**src/rtl/inst_issue_ctrl.sv**
```systemverilog
// Instruction queue and issue stage: a circular FIFO of (inst, pc) pairs feeding a registered decoder port.
// Optional macro ISSUE_BYPASS_EN lets a push into an empty queue load the output register directly.
module inst_issue_ctrl #(
    parameter int unsigned DEPTH        = 16,
    parameter int unsigned PTR_BITS     = 4,
    parameter int unsigned IDWidth      = 32,
    parameter int unsigned AddressWidth = 32
) (
    input  logic                    clk_in,
    input  logic                    rst_in,
    input  logic                    rdy_in,
    input  logic                    if_issue_en_in,
    input  logic [IDWidth-1:0]      if_issue_inst_in,
    input  logic [AddressWidth-1:0] if_issue_pc_in,
    output logic                    issue_if_full_out,
    input  logic                    dispatcher_issue_stall_in,
    input  logic                    decoder_issue_rst_in,
    input  logic                    rob_issue_clear_in,
    output logic                    issue_decoder_en_out,
    output logic [IDWidth-1:0]      issue_decoder_inst_out,
    output logic [AddressWidth-1:0] issue_decoder_pc_out,
    output logic [PTR_BITS:0]       issue_count_out
);

    localparam logic [PTR_BITS:0] FULL_CNT = (PTR_BITS+1)'(DEPTH);

    logic [IDWidth-1:0]      inst_mem [DEPTH];
    logic [AddressWidth-1:0] pc_mem   [DEPTH];

    logic [PTR_BITS-1:0]     head_q, head_d;
    logic [PTR_BITS-1:0]     tail_q, tail_d;
    logic [PTR_BITS:0]       count_q, count_d;
    logic                    en_q, en_d;
    logic [IDWidth-1:0]      inst_q, inst_d;
    logic [AddressWidth-1:0] pc_q, pc_d;

    logic flush, full, push_ok, pop, bypass, wr_en;

    always_comb begin
        head_d  = head_q;
        tail_d  = tail_q;
        count_d = count_q;
        en_d    = 1'b0;
        inst_d  = inst_q;
        pc_d    = pc_q;
        wr_en   = 1'b0;
        bypass  = 1'b0;

        flush   = decoder_issue_rst_in | rob_issue_clear_in;
        full    = (count_q == FULL_CNT);
        push_ok = if_issue_en_in & ~full & ~flush;
        pop     = (count_q != '0) & ~dispatcher_issue_stall_in & ~flush;
`ifdef ISSUE_BYPASS_EN
        bypass  = push_ok & (count_q == '0) & ~dispatcher_issue_stall_in;
`else
        bypass  = 1'b0;
`endif

        if (flush) begin
            head_d  = '0;
            tail_d  = '0;
            count_d = '0;
        end else begin
            // pop and bypass are exclusive: bypass only fires on an empty queue
            if (pop) begin
                inst_d = inst_mem[head_q];
                pc_d   = pc_mem[head_q];
                en_d   = 1'b1;
                head_d = head_q + 1'b1;
            end else if (bypass) begin
                inst_d = if_issue_inst_in;
                pc_d   = if_issue_pc_in;
                en_d   = 1'b1;
            end

            wr_en = push_ok & ~bypass;
            if (wr_en) begin
                tail_d = tail_q + 1'b1;
            end

            case ({wr_en, pop})
                2'b10:   count_d = count_q + 1'b1;
                2'b01:   count_d = count_q - 1'b1;
                default: count_d = count_q;
            endcase
        end
    end

    always_ff @(posedge clk_in) begin
        if (rst_in) begin
            head_q  <= '0;
            tail_q  <= '0;
            count_q <= '0;
            en_q    <= 1'b0;
            inst_q  <= '0;
            pc_q    <= '0;
        end else if (rdy_in) begin
            head_q  <= head_d;
            tail_q  <= tail_d;
            count_q <= count_d;
            en_q    <= en_d;
            inst_q  <= inst_d;
            pc_q    <= pc_d;
        end
    end

    always_ff @(posedge clk_in) begin
        if (!rst_in && rdy_in && wr_en) begin
            inst_mem[tail_q] <= if_issue_inst_in;
            pc_mem[tail_q]   <= if_issue_pc_in;
        end
    end

    assign issue_if_full_out      = (count_q == FULL_CNT);
    assign issue_decoder_en_out   = en_q;
    assign issue_decoder_inst_out = inst_q;
    assign issue_decoder_pc_out   = pc_q;
    assign issue_count_out        = count_q;

endmodule

```
**config.mk**
```make
export PLATFORM = sky130hd
export DESIGN_NAME = inst_issue_ctrl
export DESIGN_NICKNAME = d
export VERILOG_FILES = /design/src/rtl/inst_issue_ctrl.sv
export SDC_FILE = /design/constraint.sdc
export NUM_CORES = 1
export LEC_CHECK = 0
export ABC_AREA = 1
export ABC_CLOCK_PERIOD_IN_PS = 6100
export CAP_MARGIN = 10
export CORE_ASPECT_RATIO = 0.75
export CORE_MARGIN = 10
export CORE_UTILIZATION = 53
export CTS_CLUSTER_DIAMETER = 30
export CTS_CLUSTER_SIZE = 20
export DETAILED_ROUTE_END_ITERATION = 8
export HOLD_SLACK_MARGIN = 0.1
export MAX_ROUTING_LAYER = met4
export PLACE_DENSITY_LB_ADDON = 0.12
export SLEW_MARGIN = 20
export SYNTH_ARGS = -nofsm -noshare
export SYNTH_HDL_FRONTEND = slang
export SYNTH_SLANG_ARGS = --single-unit
```
**constraint.sdc**
```tcl
create_clock -name clk_in -period 6.1 [get_ports clk_in]
set_input_delay 0.61 -clock clk_in [delete_from_list [all_inputs] [get_ports clk_in]]
set_output_delay 0.61 -clock clk_in [all_outputs]
set_load 0.02 [all_outputs]
```
==> run summary <==
- **Yosys cell types** 30
- **met3 Usage GRT** 4.61%
- **count of antenna-violating nets left after detailed routing** 0
- **# IOs** 142
- **synthesized netlist cell count** 3649
- **area of the multi-input gates** 9520 um^2
- **most common cell in the synthesized netlist** sky130_fd_sc_hd__edfxtp_1
- **largest voltage drop on the vdd net** 0.292 mV
- **total global routing overflow** 0
- **startpoint kind of the worst setup timing path** flip-flop
- **total clock buffers created by CTS** 166
- **share of synthesized cell area in full adder, half adder and majority cells** 0.265%
- **PD cells** 346 nW/um^2
- **Max Cap Violations** 0
- **number of clock sinks seen by CTS** 1102
- **clock transition at the registers of the reported paths** 50 ps
- **number of warnings printed during yosys synthesis** 0
- **Min-Delay Path Class** reg2reg
- **Data arrival, critical path** 3380 ps
- **drt via density** 5.57
- **worst clock skew on the final layout** 35.0 ps
- **synthesized area per cell** 12.4 um^2
- **global router's overall resource usage** 23.2%
- **largest net degree at the start of global routing** 218
- **critical path start-end classification** reg2reg
- **First-pass DRT Iterations** 5
- **First DRT Iteration DRCs** 3093
- **post-route total power** 18.6 mW
- **met2 usage** 35.6%
- **worst setup timing slack at the placement stage** 2470 ps
- **nets in the synthesized netlist** 3729
- **met1 Usage GRT** 31.0%
- **number of register bits inferred by synthesis** 1102
- **mapped cell area** 45300 um^2
- **sequential fraction of the synthesis area** 71.3%
- **Core Rows** 92
- **final standard cell count with taps included and fillers excluded** 5050
- **top cells by instance count after synthesis** 1024 x sky130_fd_sc_hd__edfxtp_1, 597 x sky130_fd_sc_hd__inv_1, 459 x sky130_fd_sc_hd__nand3_1, 358 x sky130_fd_sc_hd__nand2_1, 268 x sky130_fd_sc_hd__a21oi_1
- **transition at the pin with the smallest max-transition slack** 1130 ps
- **number of nets in the layout** 3854
- **endpoint kind of the worst setup timing path** flip-flop
- **Total Neg Setup Slack** 0 ps
- **maximum buffer depth of the clock tree** 3
- **sum of net half-perimeters after detailed placement** 59400 um
- **antenna violations before repair** 5
- **hold buffer count at cts** 0
- **sequential cell area** 32300 um^2
- **post-CTS setup buffer count** 0
- **total of cells resized after clock tree synthesis** 0
- **RePlAce Congestion** 0.811
- **via count of the first global-routing pass** 27900
- **Static Leakage** 18.8 nW
- **FFs w/ async S/R, synth** 0%
- **final core area utilization** 63.5%
- **worst path setup slack after routing** 3110 ps
- **Max Transition Viols Final** 0
- **clock tree from TritonCTS** yes
- **synthesized-area fraction occupied by and/or/nand/nor cells** 8.37%
- **DIE WIDTH** 358 um
- **main combinational cell family by area after synthesis** compound AO/OA/AOI/OAI gates
- **biggest area consumer among synthesized cells** sky130_fd_sc_hd__edfxtp_1
- **synthesized-area fraction occupied by ao, oa, aoi and oai cells** 12.0%
- **placeable core region** 84400 um^2
- **final setup vio count** 0
- **Die Outline Area** 97700 um^2
- **height of the chip** 273 um
- **final hold violation count** 0
- **status** completed
- **most utilized layer in the global route result** met2
- **number of port buffers** 141
- **clock root buffer** sky130_fd_sc_hd__clkbuf_16
- **share of the synthesized netlist area taken by xor and xnor gates** 0.0580%
- **post-route clock period utilization** 49.0%
- **number of flops mapped to enable cells by yosys** 1024
- **top achievable clock speed** 334 MHz
- **synthesis-to-finish area growth** 18.3%
- **Wirelength per Cell** 21.7 um
- **H-tree levels** 4
- **clock latency on the worst-skew pair** 750 ps
- **portion of synthesized cell area occupied by the leading cell type** 67.9%
- **total number of vias** 28100
- **RSZ-0062 raised after global routing** false
- **Area contributors post-synth** sky130_fd_sc_hd__edfxtp_1 68%, sky130_fd_sc_hd__nand3_1 5.1%, sky130_fd_sc_hd__inv_1 4.9%
- **initial core utilization** 53.7%
- **Total Wirelength** 110000 um
- **dpl cells** 4733
- **Relative slew margins** 24.6%
- **Period minus WS final** 2990 ps
- **worst endpoint required time** 6490 ps
- **Fillers** 6244
- **fraction of final layout cells sized beyond drive strength 1** 11.4%
- **wire length of the first global-routing pass** 169000 um
- **maximum fanout encountered on the critical timing path** 21
- **multiplexer fraction of the synthesized cell area** 0%
- **post-detailed-route DRC marker count** 0
- **most common flop cell mapped by yosys** sky130_fd_sc_hd__edfxtp_1
report_power, final:
group          switching (mW)  internal, mW  total [mW]
sequential            0.00569          8.27        8.27
combinational           0.185        0.0672       0.252
clock                    3.54          6.50        10.0
metrics by stage:
| step | instance area [um^2] | hold WS [ps] |
|---|---|---|
| floorplan | 45300 | 505 |
| global placement | 47400 | 481 |
| detailed placement | 47600 | 484 |
| CTS | 53600 | 488 |
| global route | 53600 | 508 |
| finish | 53600 | 494 |
final timing paths:
check / slack [ps] / to / startpoint / cells after the start
worst max-delay path: 3110 / pc_mem[9][2] / issue_count_out[1] / 9
worst min-delay path: 490 / issue_decoder_en_out / issue_decoder_en_out / 2
worst max register to register: 3110 / pc_mem[9][2] / issue_count_out[1] / 9
worst min register to register: 490 / issue_decoder_en_out / issue_decoder_en_out / 2
worst max-delay path, stage by stage, from the launching register on:
cell,delay [ps]
sky130_fd_sc_hd__dfxtp_1,400
sky130_fd_sc_hd__nor2_1,90
sky130_fd_sc_hd__nand3_1,100
sky130_fd_sc_hd__nand2_1,110
sky130_fd_sc_hd__inv_1,140
sky130_fd_sc_hd__nand4_1,100
sky130_fd_sc_hd__inv_1,180
sky130_fd_sc_hd__nand2_1,280
sky130_fd_sc_hd__nor2_4,710
sky130_fd_sc_hd__buf_4,460
placed cells by master (no fill, tap or decap), drive strengths merged, types with 28 or more instances in the layout:
cell	Yosys	layout
edfxtp	1024	1024
inv	598	624
nand3	459	459
nand2	358	358
a21oi	268	268
o21ai	260	260
o211ai	256	256
clkbuf	98	180
clkdlybuf4s50	0	141
dfxtp	78	78
o21a	64	64
clkinv	1	56
buf	137	51
bufinv	0	31
nor2	28	28
cell families (layout without fill, tap and decap cells):
group / count (synthesis) / after routing
AO/OA/AOI/OAI: 849 / 849
XOR/XNOR: 3 / 3
adder cells (fa/ha/maj): 9 / 9
buffers and inverters: 834 / 1103
flip-flops: 1102 / 1102
other: 0 / 4
AND/OR/NAND/NOR: 852 / 852
flip-flops by register name (all words and copies together), names as in the netlist:
name                    cells
inst_mem                  512
pc_mem                    512
issue_decoder_inst_out     32
issue_decoder_pc_out       32
issue_count_out             5
head_q                      4
tail_q                      4
issue_decoder_en_out        1
area by class of cell:
cell class | instances | share of cell area (%)
flip-flops and latches | 1102 | 60.3
multi-input cells | 1713 | 17.8
clock buffers | 180 | 8.06
inverters | 599 | 4.20
repair buffers | 192 | 3.90
clock inverters | 132 | 3.13
well taps | 1128 | 2.63
diodes | 4 | 0.0187
routing by layer:
layer / share of wire (%) / vias to the layer above / wire length [um]
met5: 0 / - / 0
met4: 2.5 / 0 / 2700
met3: 7.0 / 174 / 7710
met2: 47 / 922 / 51800
met1: 43 / 13800 / 47700
li1: - / 13200 / -
Power figures use the tool's default switching activity.
